==> src/rtl/sync_fifo.sv <==
// sync_fifo: single-clock FIFO with occupancy count, almost-full/almost-empty
// thresholds, sticky overflow/underflow flags and a registered read port.
module sync_fifo #(
    parameter int DATA_WIDTH         = 8,
    parameter int FIFO_DEPTH         = 16,
    parameter int ALMOST_FULL_LEVEL  = 14,
    parameter int ALMOST_EMPTY_LEVEL = 2,
    localparam int CW                = $clog2(FIFO_DEPTH + 1)
) (
    input  logic                  clk,
    input  logic                  reset,
    input  logic                  write_enable,
    input  logic [DATA_WIDTH-1:0] write_data,
    input  logic                  read_enable,
    output logic [DATA_WIDTH-1:0] read_data,
    output logic                  read_valid,
    output logic                  empty_flag,
    output logic                  full_flag,
    output logic                  almost_full_flag,
    output logic                  almost_empty_flag,
    output logic [CW-1:0]         fill_count,
    output logic                  overflow_flag,
    output logic                  underflow_flag,
    input  logic                  clear_errors
);

    localparam int            PW      = $clog2(FIFO_DEPTH);
    localparam logic [CW-1:0] DEPTH_C = CW'(FIFO_DEPTH);
    localparam logic [CW-1:0] AF_C    = CW'(ALMOST_FULL_LEVEL);
    localparam logic [CW-1:0] AE_C    = CW'(ALMOST_EMPTY_LEVEL);
    localparam logic [PW-1:0] LAST_C  = PW'(FIFO_DEPTH - 1);

    logic [DATA_WIDTH-1:0] r_mem [FIFO_DEPTH];
    logic [PW-1:0]         r_wp;
    logic [PW-1:0]         r_rp;
    logic [CW-1:0]         r_count;
    logic [DATA_WIDTH-1:0] r_rdata;
    logic                  r_rvalid;
    logic                  r_ovf;
    logic                  r_udf;

    logic w_empty;
    logic w_full;
    logic w_wa;
    logic w_ra;

    // Pointers wrap by explicit compare so non-power-of-two depths work.
    function automatic logic [PW-1:0] next_ptr(input logic [PW-1:0] p);
        return (p == LAST_C) ? '0 : p + 1'b1;
    endfunction

    // Flags decode the registered count only; no input reaches them directly.
    assign w_empty = (r_count == '0);
    assign w_full  = (r_count == DEPTH_C);

    // Accept decisions are made against the registered full/empty state.
    assign w_wa = write_enable & ~w_full;
    assign w_ra = read_enable & ~w_empty;

    // Storage is never reset; contents are don't-care until written.
    always_ff @(posedge clk) begin
        if (w_wa) r_mem[r_wp] <= write_data;
    end

    // Write and read pointers advance on accepted requests.
    always_ff @(posedge clk or posedge reset) begin
        if (reset) begin
            r_wp <= '0;
            r_rp <= '0;
        end else begin
            if (w_wa) r_wp <= next_ptr(r_wp);
            if (w_ra) r_rp <= next_ptr(r_rp);
        end
    end

    // Occupancy: +1 on write only, -1 on read only, unchanged otherwise.
    always_ff @(posedge clk or posedge reset) begin
        if (reset) begin
            r_count <= '0;
        end else if (w_wa && !w_ra) begin
            r_count <= r_count + 1'b1;
        end else if (!w_wa && w_ra) begin
            r_count <= r_count - 1'b1;
        end
    end

    // Registered read port; a rejected read keeps the previous word.
    always_ff @(posedge clk or posedge reset) begin
        if (reset) begin
            r_rdata  <= '0;
            r_rvalid <= 1'b0;
        end else begin
            r_rvalid <= w_ra;
            if (w_ra) r_rdata <= r_mem[r_rp];
        end
    end

    // Sticky error flags; a new error in the same cycle overrides the clear.
    always_ff @(posedge clk or posedge reset) begin
        if (reset) begin
            r_ovf <= 1'b0;
            r_udf <= 1'b0;
        end else begin
            if (write_enable && w_full) r_ovf <= 1'b1;
            else if (clear_errors)      r_ovf <= 1'b0;
            if (read_enable && w_empty) r_udf <= 1'b1;
            else if (clear_errors)      r_udf <= 1'b0;
        end
    end

    assign read_data         = r_rdata;
    assign read_valid        = r_rvalid;
    assign empty_flag        = w_empty;
    assign full_flag         = w_full;
    assign almost_full_flag  = (r_count >= AF_C);
    assign almost_empty_flag = (r_count <= AE_C);
    assign fill_count        = r_count;
    assign overflow_flag     = r_ovf;
    assign underflow_flag    = r_udf;

endmodule

==> config.mk <==
export PLATFORM = sky130hd
export DESIGN_NAME = sync_fifo
export DESIGN_NICKNAME = d
export VERILOG_FILES = /design/src/rtl/sync_fifo.sv
export SDC_FILE = /design/constraint.sdc
export NUM_CORES = 1
export LEC_CHECK = 0
export ABC_AREA = 0
export CAP_MARGIN = 0
export CELL_PAD_IN_SITES_DETAIL_PLACEMENT = 0
export CELL_PAD_IN_SITES_GLOBAL_PLACEMENT = 1
export CORE_UTILIZATION = 50
export DETAILED_ROUTE_END_ITERATION = 10
export GPL_TIMING_DRIVEN = 0
export PLACE_DENSITY = 0.79
export SETUP_SLACK_MARGIN = 0.1
export SLEW_MARGIN = 10
export SYNTH_ARGS = -nofsm -noshare
export SYNTH_HDL_FRONTEND = slang
export SYNTH_SLANG_ARGS = --single-unit
==> constraint.sdc <==
create_clock -name clk -period 3.33 [get_ports clk]
set_clock_uncertainty 0.1 [all_clocks]
set_input_delay 0.666 -clock clk [delete_from_list [all_inputs] [get_ports clk]]
set_output_delay 0.666 -clock clk [all_outputs]
set_load 0.01 [all_outputs]
==> After elaboration in Yosys (flattened, before gate mapping) <==
Memory sizes are Yosys's and may differ from the RTL's. A register that Yosys moved wholly into a read port is not among the register bits.
Cells that the tools add are included.
W data, S select, Z words.
{ "op_classes": {"muxes": 9, "order_cmp": 2, "n_addsub": 4, "eq_ne": 3, "n_bitwise": 4, "reduce_logical": 10} }
{ "ops": {"columns": ["op", "n"], "rows": [
  ["$mux W5", 2],
  ["$add A4 B1 Y4 const B", 2],
  ["$eq A4 B4 Y1 const B", 2],
  ["$mux W4", 2],
  ["$reduce_bool A2 Y1", 3],
  ["$add A5 B1 Y5 const B", 1],
  ["$eq A5 B5 Y1 const B", 1],
  ["$ge A5 B4 Y1 const B", 1],
  ["$le A5 B2 Y1 const B", 1],
  ["$logic_not A5 Y1", 1],
  ["$mux W1", 5],
  ["$sub A5 B1 Y5 const B", 1],
  ["$logic_and A1 B1 Y1", 4],
  ["$and A1 B1 Y1", 2],
  ["$logic_not A1 Y1", 2],
  ["$not A1 Y1", 2]
]} }
{ "word_totals": {"ram_bits": 128, "output_inout_bits": 20, "ff_bits": 16, "word_cells": 39, "inputBits": 13, "memories": 1} }
{ "mem_list": {"columns": ["name", "depth", "word_bits", "read_ports", "rd_clocked_by_memory_dff", "wr", "line_no", "source"], "rows": [
  ["r_mem", 16, 8, 1, 1, 1, "33", "logic [DATA_WIDTH-1:0] r_mem [FIFO_DEPTH];"]
]} }

==> Depth between registers and ports, before layout <==
Gate-level depths: netlist (run 1).
{ "logic_depth": {"depth_word": 7, "depth_mapped": 10, "mapped_depth_nobuf": 9} }

==> Worst setup path before layout (run 1) <==
Ideal clock, no wire load.
{ "synth_timing": {"kind": "register -> register", "start": "register r_count[0], in the netlist fill_count[0]", "end": "register r_count[4], in the netlist fill_count[4]", "arrival_ns": 2.723, "path_stages_with_launch": 11, "period_less_slack_ns": 2.904, "setup_time_ns": 0.081, "n_path_buf": 1, "required_time_ns": 3.149, "slack_ns": 0.426, "path_cell_list": "dfrtp_1 -> or4_4 -> o21ai_4 -> buf_2 -> ha_1 -> inv_1 -> fa_1 -> a21o_1 -> a21oi_1 -> mux2i_1 -> xnor2_1"} }
{ "synth_between": {"elab_chain_len": 6, "word_cells_on_any_way": 15, "cone_classes": "2 x add/sub; 1 x eq/ne; 2 x mux; 4 x bitwise; 6 x reduce/logical"} }
{ "synth_rtl": {"columns": ["item", "line_no", "source"], "rows": [
  ["start, declared", "36", "logic [CW-1:0] r_count;"],
  ["start signal, assigned", "81", "r_count <= r_count + 1'b1;"],
  ["start signal, assigned", "83", "r_count <= r_count - 1'b1;"],
  ["branches (longest 6 deep; another with $sub A5 B1 Y5)", null, null]
]} }
Parallel ways; which one is timed is not known. The select of a mux whose other input is x is not followed.
A chain may end at the register's enable or synchronous reset.

==> Worst setup path after layout (run 1) <==
{ "layout_timing": {"start": "register r_count[3], in the netlist fill_count[3]", "end": "register r_count[4], in the netlist fill_count[4]"} }
The elaborated chain is that of the path after synthesis.

==> impl_metrics.json, run 1 <==
{
  "yosysSeqAreaShare_pct": 72.68,
  "row_count": 40,
  "max_cap_viol_count": 0,
  "drc": 1,
  "power_density_nw_per_um2": 872.7,
  "clk_latency_ns": 0.42,
  "routed_wirelength_mm": 11.77,
  "cts_tree": "done",
  "grt_setup_unrepaired": "no",
  "grt_util_all_layers_pct": 20.70,
  "hold_violations": 0,
  "cts.path.max_buffers": 2,
  "status": "complete, but fails checks",
  "async_flop_share_pct": 15.79,
  "avgSynthCellArea_sq_um": 18.93,
  "grt_pass1_wl_mm": 18.56,
  "ys_warn_count": 0,
  "grt_max_degree": 25,
  "nFillCells": 864,
  "worstPathRequired_ns": 3.57,
  "io_pins": 33,
  "synthCells": 323,
  "slowest_delay_ns": 0.58,
  "synth_nets": 346,
  "place_congestion": 0.7370,
  "core-area_sq_um": 11960,
  "vias_per_cell": 5.818,
  "die_area_sq_um": 12680,
  "synth_top_flop_cell": "edfxtp_1",
  "final_antenna_net_count": 0,
  "fin_hold_ws_ns": 0.3900,
  "synth.distinct_cells": 39,
  "clk_pin_slew_ns": 0.06,
  "hpwl_mm": 7.645,
  "grt_pass1_vias": 3241,
  "die_x_um": 112.6,
  "clock-sinks": 152,
  "initial_utilization_pct": 51.12,
  "worstPathCellList": "or4_4 > o21ai_4 > buf_6 > ha_1 > inv_1 > fa_1 > a21o_1 > a21oi_1 > mux2i_1 > xnor2_1",
  "crit_type": "flip-flop to flip-flop",
  "drv_slew": 0,
  "setup.worst_path.start_class": "flip-flop",
  "ctsRootBufferMaster": "clkbuf_16",
  "synth_seq_cells": 152,
  "nNetsFinal": 397,
  "final.min_clock_period_ns": 3.076,
  "fmax_mhz": 325.1,
  "failed_checks": "design-rule violations",
  "slowest_stage": "or4_4",
  "synth_edf_count": 128,
  "endpoint_kind": "flip-flop",
  "routed-via-count": 3101,
  "peakVddDrop_v": 0.0003906,
  "power.leakage_uw": 0.002495,
  "antenna_cells": 0,
  "post_drt_wl_per_cell_um": 22.08,
  "antenna_found_initial": 0,
  "fin_setup_tns_ns": 0,
  "hold_class": "flip-flop to flip-flop",
  "crit_arrival_ns": 3.32,
  "portBuffers": 32,
  "numCtsBuffers": 17,
  "fin_crit_sh_pct": 92.37,
  "post-place-ws_ns": -0.4406,
  "area_delta_synth_final_pct": 18.27,
  "grt_overflow": 0,
  "final_layout_size_suffix_gt1_share_pct": 20.47,
  "finalWorstSetupSlack_ns": 0.2540,
  "relSlewSlack_pct": 29.43,
  "worst_slew_pin_slew_ns": 1.057,
  "finalSetupViolCount": 0,
  "die_h_um": 112.6,
  "h-tree-depth": 4,
  "path_max_fanout": 10,
  "syn-cell-area_sq_um": 6115,
  "drtIter0Drc": 257,
  "drtPass1Iterations": 7,
  "cts_setup_buffers": 0
}
[cells in the final DEF (no fill, tap or decap), drive strengths merged, types with 2 or more instances in the layout]
| cell type | count |
|---|---|
| clkbuf | 22 |
| a22o | 3 |
| nor2 | 19 |
| clkinvlp | 4 |
| xnor2 | 5 |
| clkinv | 5 |
| nor3 | 6 |
| edfxtp | 128 |
| dfrtp | 24 |
| mux4 | 33 |
| mux2i | 14 |
| o21ai | 6 |
| bufinv | 3 |
| nand2 | 19 |
| nand2b | 3 |
| inv | 8 |
| ha | 9 |
| a2111oi | 2 |
| o221ai | 6 |
| clkdlybuf4s50 | 32 |
| buf | 12 |
| a21o | 4 |
| nand3 | 3 |
| a21oi | 3 |
[registers in the layout, summed over array words and instances, names as in the netlist]
| signal | flops |
|---|---|
| fill_count | 5 |
| read_data | 8 |
| underflow_flag | 1 |
| r_mem | 128 |
| r_wp | 4 |
| r_rp | 4 |
| overflow_flag | 1 |
| read_valid | 1 |
[timing repair]
item / in CTS / in global routing
hold buffers: 0 / 0
gates resized for setup: 4 / 3
endpoints found under the setup margin: 17 / 1
[synth_stat cells, drive strengths merged, types with 2 or more instances]
| master | instances | area share, % |
|---|---|---|
| nor3 | 6 | 0.49 |
| nand2b | 3 | 0.31 |
| mux4 | 33 | 12 |
| a22o | 3 | 0.43 |
| nand3 | 3 | 0.25 |
| ha | 9 | 1.8 |
| o221ai | 6 | 0.86 |
| a21oi | 3 | 0.25 |
| a2111oi | 2 | 0.29 |
| edfxtp | 128 | 63 |
| dfrtp | 24 | 9.8 |
| nand2 | 19 | 1.2 |
| xnor2 | 5 | 0.72 |
| inv | 7 | 0.43 |
| clkbuf | 4 | 0.25 |
| a21o | 4 | 0.49 |
| o21ai | 6 | 0.68 |
| buf | 12 | 1.1 |
| nor2 | 19 | 1.2 |
| mux2i | 14 | 2.3 |
[cell families (layout without fill, tap and decap cells)]
kind of cell | count (synthesis) | in the layout | synth area share (%)
multiplexers | 48 | 48 | 14.88
buffers and inverters | 23 | 86 | 1.821
AO/OA/AOI/OAI | 28 | 28 | 3.520
XOR/XNOR | 6 | 6 | 0.8594
adder cells (fa/ha/maj) | 10 | 10 | 2.169
flip-flops | 152 | 152 | 72.68
AND/OR/NAND/NOR | 56 | 56 | 4.072
[stage by stage]
stage                     instance area [sq um]  total power [uW]  utilization (%)  instances
after floorplan                            6115              3805                -        323
after global placement                     6619              4405            55.33        502
after detailed placement                   6629              4457            55.42        502
after CTS                                  7227              6354            60.42        533
after global routing                       7232              6607            60.46        533
final                                      7232              6311            60.46        533
[worst max-delay path, delay by kind of cell, from the launching register on]
kind	cells	cell delay, ns
compound gates	3	0.59
xor+xnor	1	0.13
fa+ha+maj	2	0.60
buf+inv	2	0.30
flops	1	0.45
mux	1	0.24
simple gates	1	0.58
[layout make-up]
| cell class | instances | area [sq um] | area share (%) |
|---|---|---|---|
| buffer | 16 | 92.59 | 1.280 |
| clock buffer | 18 | 429.2 | 5.934 |
| clock inverter | 13 | 155.1 | 2.145 |
| inverter | 7 | 26.28 | 0.3633 |
| multi-input combinational | 148 | 1579 | 21.83 |
| sequential | 152 | 4446 | 61.47 |
| tap | 147 | 183.9 | 2.543 |
| timing repair buffer | 32 | 320.3 | 4.429 |
[power breakdown]
part	total [uW]	switching [uW]	internal, uW
clock	1890	719	1170
combinational	1910	981	929
sequential	2510	158	2360
[per-layer routing]
| layer | part of all wire, % | wire, um | up-vias | track usage [%] |
|---|---|---|---|---|
| li1 | - | - | 1396 | - |
| met5 | 0 | 0 | - | 0 |
| met2 | 50 | 5861 | 105 | 33.17 |
| met3 | 6.2 | 732 | 11 | 5.076 |
| met4 | 1.0 | 122 | 0 | 7.733 |
| met1 | 43 | 5053 | 1589 | 27.75 |
[final timing paths]
path                            slack, ns  cells past startpoint             to     startpoint
worst min register to register       0.39                      2   read_data[5]   read_data[5]
worst max register to register       0.25                     10  fill_count[4]  fill_count[3]
worst max-delay path                 0.25                     10  fill_count[4]  fill_count[3]
worst min-delay path                 0.39                      2   read_data[5]   read_data[5]
max in group asynchronous            1.71                      2  fill_count[0]          reset
min in group asynchronous            0.71                      2   read_data[0]          reset
Note: power is estimated with default switching activity, not from simulation.
==> run 2, diff against run 1 <==
HOLD_SLACK_MARGIN = 0.12   (was unset)
==> results of run 2 <==
The final DEF is identical to that of run 1; final timing and power are the same.
==> run 3, diff against run 2 <==
CORE_ASPECT_RATIO = 0.9   (was unset)
GPL_ROUTABILITY_DRIVEN = 0   (was unset)
HOLD_SLACK_MARGIN = unset   (was 0.12)
==> impl_metrics.json, run 3 (synthesis results as in run 1) <==
{
  "max_cap_viol_count": 0,
  "worst_slew_pin_slew_ns": 1.156,
  "slowest_stage": "or4_4",
  "final.min_clock_period_ns": 3.091,
  "die_x_um": 118.6,
  "ctsRootBufferMaster": "clkbuf_16",
  "h-tree-depth": 4,
  "finalSetupViolCount": 0,
  "initial_utilization_pct": 52.41,
  "area_delta_synth_final_pct": 18.83,
  "cts_tree": "done",
  "final_antenna_net_count": 0,
  "hold_class": "flip-flop to flip-flop",
  "peakVddDrop_v": 0.0003963,
  "grt_pass1_vias": 3068,
  "finalPower_uw": 6407,
  "hold-path-cell-count": 2,
  "post-place-cells": 511,
  "routed_wirelength_mm": 11.89,
  "cp_top_family": "adder cells",
  "cts_setup_buffers": 0,
  "multi_input_area_sq_um": 1582,
  "final_layout_size_suffix_gt1_share_pct": 20.98,
  "r2r_setup_slack_ns": 0.24,
  "nNetsFinal": 397,
  "grt_util_all_layers_pct": 20.67,
  "crit_type": "flip-flop to flip-flop",
  "largest_reg_flops": 128,
  "worstPathRequired_ns": 3.57,
  "cts.path.max_buffers": 2,
  "die_area_sq_um": 12680,
  "power.leakage_uw": 0.002513,
  "path_max_fanout": 10,
  "fin_cells": 542,
  "fin_crit_sh_pct": 92.82,
  "clk_latency_ns": 0.41,
  "hpwl_mm": 7.769,
  "die_h_um": 106.9,
  "hold_violations": 0,
  "fin_hold_ws_ns": 0.3873,
  "clk_pin_slew_ns": 0.06,
  "final_cell_area_sq_um": 7266,
  "placed_area_sq_um": 6645,
  "slowest_delay_ns": 0.57,
  "drtPass1Iterations": 5,
  "grt_setup_unrepaired": "no",
  "setup.worst_path.start_class": "flip-flop",
  "drv_slew": 0,
  "r2r_cells": 10,
  "grt_pass1_wl_mm": 18.23,
  "portBuffers": 32,
  "core-area_sq_um": 11670,
  "final_cell_mix": "edfxtp_1, clkdlybuf4s50_1, mux4_2",
  "r2r-start": "fill_count[3]",
  "fmax_mhz": 323.5,
  "relSlewSlack_pct": 22.32,
  "power_density_nw_per_um2": 881.7,
  "clock-sinks": 152,
  "post_drt_wl_per_cell_um": 21.93,
  "grt_max_degree": 25,
  "crit_buf_inv": 2,
  "status": "complete, no violations",
  "top_register": "r_mem",
  "grt_overflow": 0,
  "worstHoldStart": "read_data[1]",
  "antenna_cells": 0,
  "numCtsBuffers": 17,
  "antenna_found_initial": 0,
  "r2r-end": "fill_count[4]",
  "final_common_cell": "edfxtp_1",
  "register_area_sq_um": 4447,
  "routed-via-count": 3119,
  "drc": 0,
  "hold-path-endpoint": "read_data[1]",
  "drtIter0Drc": 332,
  "worstPathCellList": "or4_4 > o21ai_4 > buf_6 > ha_1 > inv_1 > fa_1 > a21o_1 > a21oi_2 > mux2i_2 > xnor2_1",
  "row_count": 37,
  "final_util_pct": 62.28,
  "crit_arrival_ns": 3.33,
  "io_pins": 33,
  "nFillCells": 827,
  "ctsHoldBuffers": 0,
  "endpoint_kind": "flip-flop",
  "vias_per_cell": 5.755
}
run 3: per-stage QoR:
| step | setup slack, ns | TNS, ns |
|---|---|---|
| 6_report | 0.2393 | 0 |
| 5_1_grt | 0.1299 | 0 |
| 4_1_cts | 0.1516 | 0 |
| 3_5_place_dp | -0.3753 | -4.794 |
| 3_3_place_gp | -0.3951 | -10.77 |
| 2_1_floorplan | 0.4264 | 0 |
run 3: power by group:
part / internal, uW / switching, uW / total [uW]
combinational: 936 / 993 / 1930
clock: 1260 / 697 / 1960
sequential: 2360 / 161 / 2520
total: 4560 / 1850 / 6410
run 3: worst max-delay path by stage:
stage	start	to	slack [ns]	cells after the start
floorplan	fill_count[0]	fill_count[4]	0.43	10
global placement	write_enable	r_mem[1][5]	-0.40	5
detailed placement	write_enable	fill_count[4]	-0.38	10
CTS	fill_count[3]	fill_count[4]	0.15	10
global route	fill_count[3]	fill_count[4]	0.13	10
finish	fill_count[3]	fill_count[4]	0.24	10
run 3: repair_timing:
action,in CTS,in global routing
endpoints found under the setup margin,1,1
resized for setup,2,6
pin swaps,0,0
run 3: layout make-up:
| class | instances | area share (%) |
|---|---|---|
| flip-flops and latches | 152 | 61.20 |
| multi-input cells | 148 | 21.77 |
| clock buffers | 21 | 6.199 |
| repair buffers | 32 | 4.408 |
| well taps | 156 | 2.686 |
| clock inverters | 10 | 2.101 |
| plain buffers | 16 | 1.274 |
| inverters | 7 | 0.3616 |
run 3: tightest hold or removal path, cell delays in order (launching register included):
cell and delay [ns]:
dfrtp_1 0.34, nand2_1 0.05, o221ai_1 0.06
run 3: metal layers:
layer	share of wire [%]	routed length [um]	track usage (%)	vias up
met5	0	0	0	-
met4	1.2	144	6.781	0
met3	5.5	657	5.479	15
met2	46	5511	30.24	110
met1	47	5572	30.39	1603
li1	-	-	-	1391
